--- config.mk ---
export PLATFORM = sky130hd
export DESIGN_NAME = alu_seq
export DESIGN_NICKNAME = d
export VERILOG_FILES = /design/src/rtl/alu_pkg.sv /design/src/rtl/alu_mul_iter.sv /design/src/rtl/alu_seq.sv
export SDC_FILE = /design/constraint.sdc
export NUM_CORES = 1
export LEC_CHECK = 0
export ABC_AREA = 0
export BUFFER_PORTS_ARGS = -buffer_cell sky130_fd_sc_hd__buf_2
export CAP_MARGIN = 5
export CORE_AREA = 2 2 99 101
export CTS_BUF_LIST = sky130_fd_sc_hd__clkbuf_4 sky130_fd_sc_hd__clkbuf_8 sky130_fd_sc_hd__clkbuf_16
export DETAILED_ROUTE_END_ITERATION = 16
export DIE_AREA = 0 0 101 103
export GPL_TIMING_DRIVEN = 0
export PLACE_DENSITY = 0.89
export SLEW_MARGIN = 20
export SYNTH_ARGS = -nofsm -noshare
export SYNTH_HDL_FRONTEND = slang
export SYNTH_SLANG_ARGS = --single-unit
--- constraint.sdc ---
create_clock -name clock -period 7.1 [get_ports clock]
set_clock_uncertainty 0.2 [all_clocks]
set_input_delay 0.71 -clock clock [delete_from_list [all_inputs] [get_ports clock]]
set_output_delay 0.71 -clock clock [all_outputs]
set_load 0.005 [all_outputs]
--- src/rtl/alu_pkg.sv ---
// Shared constants for the sequential ALU: mode encodings, flag bit positions and FSM states.
package alu_pkg;
   localparam int MODE_BITS = 4;

   localparam logic [3:0] MODE_ADD = 4'd0;
   localparam logic [3:0] MODE_SUB = 4'd1;
   localparam logic [3:0] MODE_AND = 4'd2;
   localparam logic [3:0] MODE_OR  = 4'd3;
   localparam logic [3:0] MODE_XOR = 4'd4;
   localparam logic [3:0] MODE_NOT = 4'd5;
   localparam logic [3:0] MODE_SHL = 4'd6;
   localparam logic [3:0] MODE_SHR = 4'd7;
   localparam logic [3:0] MODE_ROL = 4'd8;
   localparam logic [3:0] MODE_ROR = 4'd9;
   localparam logic [3:0] MODE_INC = 4'd10;
   localparam logic [3:0] MODE_DEC = 4'd11;
   localparam logic [3:0] MODE_ADC = 4'd12;
   localparam logic [3:0] MODE_SBB = 4'd13;
   localparam logic [3:0] MODE_MUL = 4'd14;
   localparam logic [3:0] MODE_CMP = 4'd15;

   localparam int FLAG_Z = 3;
   localparam int FLAG_C = 2;
   localparam int FLAG_S = 1;
   localparam int FLAG_O = 0;

   typedef enum logic [0:0] {
      ST_IDLE     = 1'b0,
      ST_MUL_BUSY = 1'b1
   } state_e;

   function automatic logic [3:0] pack_flags(input logic z, input logic c, input logic s, input logic o);
      logic [3:0] f;
      f         = 4'b0000;
      f[FLAG_Z] = z;
      f[FLAG_C] = c;
      f[FLAG_S] = s;
      f[FLAG_O] = o;
      return f;
   endfunction
endpackage

--- src/rtl/alu_mul_iter.sv ---
// Iterative shift-add unsigned multiplier: one partial product per cycle, WIDTH cycles after start.
// done_o is combinational in the last iteration cycle; product_o then carries the final product.
module alu_mul_iter #(
   parameter int WIDTH = 8
) (
   input  logic               clock,
   input  logic               reset_n,
   input  logic               start_i,
   input  logic [WIDTH-1:0]   a_i,
   input  logic [WIDTH-1:0]   b_i,
   output logic               done_o,
   output logic [2*WIDTH-1:0] product_o
);
   localparam int CNT_W = $clog2(WIDTH + 1);

   logic [2*WIDTH-1:0] mcand_q;
   logic [2*WIDTH-1:0] acc_q;
   logic [2*WIDTH-1:0] acc_d;
   logic [WIDTH-1:0]   mplier_q;
   logic [CNT_W-1:0]   cnt_q;

   assign acc_d     = mplier_q[0] ? (acc_q + mcand_q) : acc_q;
   // Exposing acc_d lets the caller register the result on the final iteration edge.
   assign product_o = acc_d;
   assign done_o    = (cnt_q == CNT_W'(1));

   always_ff @(posedge clock or negedge reset_n) begin
      if (!reset_n) begin
         mcand_q  <= '0;
         acc_q    <= '0;
         mplier_q <= '0;
         cnt_q    <= '0;
      end else if (start_i) begin
         mcand_q  <= {{WIDTH{1'b0}}, a_i};
         mplier_q <= b_i;
         acc_q    <= '0;
         cnt_q    <= CNT_W'(WIDTH);
      end else if (cnt_q != '0) begin
         acc_q    <= acc_d;
         mcand_q  <= mcand_q << 1;
         mplier_q <= mplier_q >> 1;
         cnt_q    <= cnt_q - CNT_W'(1);
      end
   end
endmodule

--- src/rtl/alu_seq.sv ---
// Registered 16-mode ALU: single-cycle ops land on the accept edge, MUL takes WIDTH cycles.
// in_ready is low only while a multiply is in flight; inputs are ignored during that time.
module alu_seq
   import alu_pkg::*;
#(
   parameter int WIDTH  = 8,
   parameter int MODE_W = 4
) (
   input  logic              clock,
   input  logic              reset_n,
   input  logic              in_valid,
   output logic              in_ready,
   input  logic [WIDTH-1:0]  Operand1,
   input  logic [WIDTH-1:0]  Operand2,
   input  logic [MODE_W-1:0] Mode,
   input  logic              flags_clear,
   output logic [WIDTH-1:0]  Out,
   output logic              out_valid,
   output logic [3:0]        Flags
);
   localparam int MSB = WIDTH - 1;
   localparam logic [WIDTH:0] ONE_X = {{WIDTH{1'b0}}, 1'b1};

   state_e             state_q, state_d;
   logic [WIDTH-1:0]   out_q, out_d;
   logic [3:0]         flags_q, flags_d;
   logic               out_valid_q, out_valid_d;

   logic               accept;
   logic               mul_start;
   logic               mul_done;
   logic [2*WIDTH-1:0] mul_product;
   logic [WIDTH-1:0]   mul_lo;
   logic               mul_hi_nz;
   logic [3:0]         mul_flags;

   logic [WIDTH:0]     ext_a, ext_b, wide;
   logic               cin;
   logic [WIDTH-1:0]   alu_res;
   logic               alu_c, alu_o;
   logic [3:0]         alu_flags;

   assign in_ready  = (state_q == ST_IDLE);
   assign accept    = in_valid && in_ready;
   assign mul_start = accept && (Mode == MODE_MUL);

   assign ext_a = {1'b0, Operand1};
   assign ext_b = {1'b0, Operand2};
   assign cin   = flags_q[FLAG_C];

   // Carry/borrow falls out of bit WIDTH of the extended sum or difference.
   always_comb begin
      wide    = '0;
      alu_res = '0;
      alu_c   = 1'b0;
      alu_o   = 1'b0;
      case (Mode)
         MODE_ADD, MODE_ADC: begin
            wide    = ext_a + ext_b + {{WIDTH{1'b0}}, (Mode == MODE_ADC) & cin};
            alu_res = wide[MSB:0];
            alu_c   = wide[WIDTH];
            alu_o   = (Operand1[MSB] == Operand2[MSB]) && (alu_res[MSB] != Operand1[MSB]);
         end
         MODE_SUB, MODE_SBB, MODE_CMP: begin
            wide    = ext_a - ext_b - {{WIDTH{1'b0}}, (Mode == MODE_SBB) & cin};
            alu_res = wide[MSB:0];
            alu_c   = wide[WIDTH];
            alu_o   = (Operand1[MSB] != Operand2[MSB]) && (alu_res[MSB] != Operand1[MSB]);
         end
         MODE_INC: begin
            wide    = ext_a + ONE_X;
            alu_res = wide[MSB:0];
            alu_c   = wide[WIDTH];
            alu_o   = !Operand1[MSB] && alu_res[MSB];
         end
         MODE_DEC: begin
            wide    = ext_a - ONE_X;
            alu_res = wide[MSB:0];
            alu_c   = wide[WIDTH];
            alu_o   = Operand1[MSB] && !alu_res[MSB];
         end
         MODE_AND: alu_res = Operand1 & Operand2;
         MODE_OR:  alu_res = Operand1 | Operand2;
         MODE_XOR: alu_res = Operand1 ^ Operand2;
         MODE_NOT: alu_res = ~Operand1;
         MODE_SHL: begin
            alu_res = {Operand1[MSB-1:0], 1'b0};
            alu_c   = Operand1[MSB];
         end
         MODE_SHR: begin
            alu_res = {1'b0, Operand1[MSB:1]};
            alu_c   = Operand1[0];
         end
         MODE_ROL: begin
            alu_res = {Operand1[MSB-1:0], Operand1[MSB]};
            alu_c   = Operand1[MSB];
         end
         MODE_ROR: begin
            alu_res = {Operand1[0], Operand1[MSB:1]};
            alu_c   = Operand1[0];
         end
         default: ;
      endcase
   end

   assign alu_flags = pack_flags(alu_res == '0, alu_c, alu_res[MSB], alu_o);
   assign mul_lo    = mul_product[MSB:0];
   assign mul_hi_nz = |mul_product[2*WIDTH-1:WIDTH];
   assign mul_flags = pack_flags(mul_lo == '0, mul_hi_nz, mul_lo[MSB], mul_hi_nz);

   alu_mul_iter #(.WIDTH(WIDTH)) u_mul (
      .clock     (clock),
      .reset_n   (reset_n),
      .start_i   (mul_start),
      .a_i       (Operand1),
      .b_i       (Operand2),
      .done_o    (mul_done),
      .product_o (mul_product)
   );

   // A result write takes priority over flags_clear on the same edge.
   always_comb begin
      state_d     = state_q;
      out_d       = out_q;
      flags_d     = flags_clear ? 4'b0000 : flags_q;
      out_valid_d = 1'b0;
      case (state_q)
         ST_IDLE: begin
            if (accept) begin
               if (Mode == MODE_MUL) begin
                  state_d = ST_MUL_BUSY;
               end else begin
                  if (Mode != MODE_CMP) out_d = alu_res;
                  flags_d     = alu_flags;
                  out_valid_d = 1'b1;
               end
            end
         end
         ST_MUL_BUSY: begin
            if (mul_done) begin
               out_d       = mul_lo;
               flags_d     = mul_flags;
               out_valid_d = 1'b1;
               state_d     = ST_IDLE;
            end
         end
         default: state_d = ST_IDLE;
      endcase
   end

   always_ff @(posedge clock or negedge reset_n) begin
      if (!reset_n) begin
         state_q     <= ST_IDLE;
         out_q       <= '0;
         flags_q     <= 4'b0000;
         out_valid_q <= 1'b0;
      end else begin
         state_q     <= state_d;
         out_q       <= out_d;
         flags_q     <= flags_d;
         out_valid_q <= out_valid_d;
      end
   end

   assign Out       = out_q;
   assign Flags     = flags_q;
   assign out_valid = out_valid_q;
endmodule
# Word-level counts from Yosys, hierarchy flattened
# Index checks and enable logic that the tools add are counted.
# Widths: inputs -> output; s select.
totals:
  mem_bits_rw: 0
  rom_bits: 0
  memories: 0
  latch_bits: 0
  in_bits: 24
  register_bits: 58
op_classes:
  mux: 30
  n_shift: 0
  eq_ne: 25
  bitwise: 7
  add_sub_neg: 8
  n_lt_le_gt_ge: 0
  multipliers: 0
  div: 0
  n_reduce_logical: 19
ops:
  columns: ["operator", "n"]
  rows:
  - ["$pmux 8 s12", 1]
  - ["$mux 16", 5]
  - ["$mux 8", 6]
  - ["$eq 4x4->1 const B", 8]
  - ["$mux 4", 6]
  - ["$add 16x16->16", 1]
  - ["$eq 4x3->1 const B", 4]
  - ["$logic_not 8->1", 2]
  - ["$pmux 8 s2", 1]
  - ["$add 8x1->9 const B", 1]
  - ["$add 8x8->9", 1]
  - ["$add 9x1->9", 1]
  - ["$sub 8x1->9 const B", 1]
  - ["$sub 8x8->9", 1]
  - ["$sub 9x1->9", 1]
  - ["$and 8x8->8", 1]
  - ["$eq 4x1->1 const B", 2]
  - ["$eq 4x2->1 const B", 2]
  - ["$not 8->8", 1]
  - ["$or 8x8->8", 1]
  - ["$pmux 4 s2", 1]
  - ["$reduce_or 8->1", 1]
  - ["$xor 8x8->8", 1]
  - ["$logic_and 1x1->1", 6]
  - ["19 further kinds", 33]

# Longest topological paths before layout
logic_depth:
  depth_word: 9
  mapped_depth: 15
  depth_no_buf: 13

# Cells and area by module
# Synthesis repeated with hierarchy kept, for this count alone.
unflattened:
  hier_cells: 723
  area_unflattened_um2: 5876.9
by_module_without_submodules:
  columns: ["module", "cells_per_inst", "instances", "area_each_um2"]
  rows:
  - ["alu_mul_iter", 344, 1, 2981.6]
  - ["alu_seq", 379, 1, 2895.3]

# Least setup slack after synthesis
# OpenSTA, ideal clock, no wires.
synth_path:
  path_type: "input to register"
  from: "in Mode[0]"
  to: "reg flags_q[3], in the netlist Flags[3]"
  n_path_buf: 2
  arrival_ps: 4333
  slack_ps: 2501
  path_stages: 14
  setup_ps: 66
  path_cell_list: "buf_2 inv_1 clkbuf_1 and2_1 nand2_1 fa_1 fa_1 nand2b_1 a32o_1 nor4_2 or4b_1 or4_1 o41ai_2 a41o_1"
synth_via:
  elab_chain_cells: 8
  elab_cells_between_ends: 27
  cone_classes: "add/sub: 2; eq/ne: 15; mux: 4; bitwise: 2; reduce/logical: 4"
synth_rtl:
  columns: ["item", "line_no", "rtl"]
  rows:
  - ["start: declaration", "alu_seq.sv:15", "input logic [MODE_W-1:0] Mode,"]
  - ["$eq 4x4->1", null, null]
  - ["$and 1x1->1 (on tied branches)", "alu_seq.sv:65, alu_seq.sv:59", null]
  - ["$sub 9x1->9 or $add 9x1->9 (tied branches)", "alu_seq.sv:65, alu_seq.sv:59", null]
  - ["$pmux 8 s12", "alu_seq.sv:57", "case (Mode)"]
  - ["$logic_not 8->1", "alu_seq.sv:106", "assign alu_flags = pack_flags(alu_res == '0, alu_c, alu_res[MSB], alu_o);"]
  - ["$mux 4 (*)", "alu_seq.sv:130", "if (Mode == MODE_MUL) begin"]
  - ["$mux 4 (*)", "alu_seq.sv:129", "if (accept) begin"]
  - ["$pmux 4 s2 (*)", "alu_seq.sv:127", "case (state_q)"]
  - ["net flags_d[3]", "alu_seq.sv:26", "logic [3:0] flags_q, flags_d;"]
  - ["end signal: assignment", "alu_seq.sv:160", "flags_q <= flags_d;"]
  - ["end: declaration", "alu_seq.sv:26", null]
# Mark *: on every way through the listed nets, which the timed path passes. The rest lies on a longest branch.
# A chain may end at the register's enable or synchronous reset.

# Worst setup path after layout
# Same ends and word-level chain as after synthesis.

==> impl_metrics.ini <==
[hold_path]
hold_class = in2async

[floorplanning]
fp-row-count = 36
die_x_um = 101
initial_utilization_pct = 57.54
io_pins = 38
design.core.area_um2 = 9459
die_area_um2 = 10400
die_h_um = 103

[cts]
clk_latency_ns = 0.35
cts_buffer_depth = 2
htreeDepth = 3
cts_made_buffers = 9
post_cts.repair.setup_buffers = 0
ctsResizeCount = 0
cts_sinks = 58
clk_pin_slew_ns = 0.08
tritoncts = built
cts_root_buffer = clkbuf_8
cts_hold_buf = 0

[synthesis]
yosys-top-cells-area = dfrtp_1 27%, ha_1 12%, nand2_1 4.9%
syn_inst = 664
yosysMostFrequentCell = nand2_1
synth_common_cells = 71 x nand2_1, 58 x dfrtp_1, 53 x o21ai_0
synth_cell_types = 68
synth_ff_type = dfrtp_1
syn_area_per_cell_um2 = 8.197
synth_top_area_cell = dfrtp_1
ys_ff_latch = 58
synth_edf_count = 0
yosysSeqAreaShare_pct = 26.67
synth_fp_nets = 745
yosys_warnings = 0
synthArstFlopShare_pct = 100.0
synth_top_area_share_pct = 26.67
syn-cell-area_um2 = 5443

[timing]
period_share_pct = 76.14
rsz0062_at_grt = no
hold_viol = 0
worst_slew_pin_slew_ns = 1.013
finalSetupViolations = 0
period_needed_ns = 5.406
max_freq_mhz = 185.0
relSlewSlack_pct = 32.30
maxSlewViolCount = 0
setup_tns_ns = 0

[pwr]
p_sw_w = 0.0008562
swShare_pct = 44.79
p_leak_nw = 2.694
clkPwrFrac_pct = 17.9
p_seq_share_pct = 29.5
p_comb_share_pct = 52.6
peakVddDrop_v = 0.0001274
p_int_w = 0.001055
p_per_area_nw_per_um2 = 319.2

[route]
dr.pass1.iters = 5
detail_route.wirelength_mm = 16.77
first_iter_violations = 487
num_vias = 5464
viasPerCell = 6.583
wl_per_cell_um = 20.20
antenna_left = 0
route.detailed.drc = 0

[cells_and_area]
finalNetCount = 793
utilization_pct = 63.32
antenna_cells = 0
drive_above_1_share_pct = 9.637
area_growth_syn_to_layout_pct = 10.05
n_fill_cell = 792

[grt]
use_met1_pct = 46.30
grt_pass1_vias = 5121
grt_max_degree = 59
grt_pass1_wl_mm = 26.41
grt_use_met3_pct = 6.915
antenna_found_initial = 0
grt_use_total_pct = 32.72
grt_overflow = 0
grt.busiest_layer = met2
grtUsageMet2_pct = 51.13

[critical_path]
crit_path_max_incr_delay_ns = 0.58
crit_path_cell_trace = buf_2 > buf_2 > clkbuf_1 > buf_1 > nand3_1 > fa_1 > inv_1 > ha_1 > o21ai_0 > and3b_1 > o311ai_0 > nor4_1 > nand4_1 > or4_1 > o41ai_2 > a41o_1
crit_type = in2reg
crit_arrival_ns = 5.48
crit_slowest_cell = nor4_1
worstSetupEndpointType = flip-flop
path_buf_inv = 5
crit_path_start_kind = input port
worstPathRequired_ns = 7.18
path_delay_family = simple AND/OR/NAND/NOR gates
crit_top_cell = buf_2
crit_fanout = 10

[placement]
io_buffers = 37
globalplace.congestion = 1.042
dp_hpwl_mm = 12.67

[status]
outcome = finished clean

[job]
drv_cap = 0
## per-stage QoR
stage          setup slack, ns  hold slack (ns)  instance area (um^2)  total power, W  instances
5_1_grt                  1.528           0.2727                  5989        0.002034        830
6_report                 1.694           0.2131                  5989        0.001912        830
3_5_place_dp             1.556           0.2675                  5773        0.001535        815
4_1_cts                  1.885           0.2478                  5989        0.001887        830
2_1_floorplan            2.501           0.2144                  5443        0.001251        664
3_3_place_gp             1.551           0.2583                  5771        0.001492        815
## state kept, by name (all words and copies together), names as in the netlist
signal / count
Flags: 4
Out: 8
out_valid: 1
state_q: 1
u_mul.acc_q: 16
u_mul.cnt_q: 4
u_mul.mcand_q: 16
u_mul.mplier_q: 8
## power by group through the flow
stage | sequential [W] | combinational [W] | clock, W
2_1_floorplan | 0.000533 | 0.000718 | 0
3_3_place_gp | 0.000552 | 0.000940 | 0
3_5_place_dp | 0.000564 | 0.000971 | 0
4_1_cts | 0.000561 | 0.000986 | 0.000341
5_1_grt | 0.000573 | 0.00110 | 0.000356
6_report | 0.000564 | 0.00101 | 0.000341
## cells in the final DEF (no fill, tap or decap), types with 7 or more instances in the layout
cell and n:
nor3_1 22, nand3_1 9, mux2i_1 21, nand4_1 7, inv_1 38, o211ai_1 8
a211oi_1 20, o21ai_0 53, a21oi_1 45, nand2b_1 8, xor2_1 10, nand2_1 71
ha_1 52, xnor2_1 18, nor2b_1 9, a22oi_1 10, clkbuf_8 10, mux2_2 7
buf_2 37, nor2_1 45, dfrtp_1 58, clkbuf_1 30
## area by class of cell
cell class | instances | area [um^2] | area share [%]
multi-input cells | 532 | 3704 | 61.83
flip-flops and latches | 58 | 1451 | 24.23
repair buffers | 37 | 187.7 | 3.133
plain buffers | 36 | 145.1 | 2.423
inverters | 38 | 142.6 | 2.381
well taps | 114 | 142.6 | 2.381
clock buffers | 10 | 137.6 | 2.298
clock inverters | 5 | 78.83 | 1.316
## worst reg2reg max path, stage by stage (launching register included)
cell and delay [ns]:
dfrtp_1 0.43, nor2b_1 0.19, nand3_1 0.12, fa_1 0.56, inv_1 0.05, ha_1 0.16, o21ai_0 0.40, and3b_1 0.21
o311ai_0 0.14, nor4_1 0.58, nand4_1 0.26, or4_1 0.47, o41ai_2 0.32, a41o_1 0.12
## logic make-up (layout without fill, tap and decap cells)
group	count (synthesis)	after routing	share of synthesized area, %
AOI/OAI and AO/OA	204	204	24.48
muxes	28	28	5.310
and+or+nand+nor	214	214	19.54
adders and majority gates	57	57	13.79
DFF	58	58	26.67
buffers and inverters	74	126	5.287
xor gates and xnor gates	29	29	4.919
## worst paths after layout
check	cells past startpoint	slack, ns	endpoint	start
max	16	1.69	Flags[3]	Mode[0]
min	1	0.21	u_mul.acc_q[1]	reset_n
max reg2reg	13	2.82	Flags[3]	Flags[2]
min reg2reg	2	0.28	Out[7]	Out[7]
max in group asynchronous	1	6.00	u_mul.mcand_q[11]	reset_n
min in group clock	2	0.28	Out[7]	Out[7]
## routing by layer
layer | part of all wire, % | up-vias
li1 | - | 2527
met1 | 43 | 2599
met2 | 45 | 290
met3 | 9.6 | 48
met4 | 2.3 | 0
met5 | 0 | -
Power figures use the tool's default switching activity.
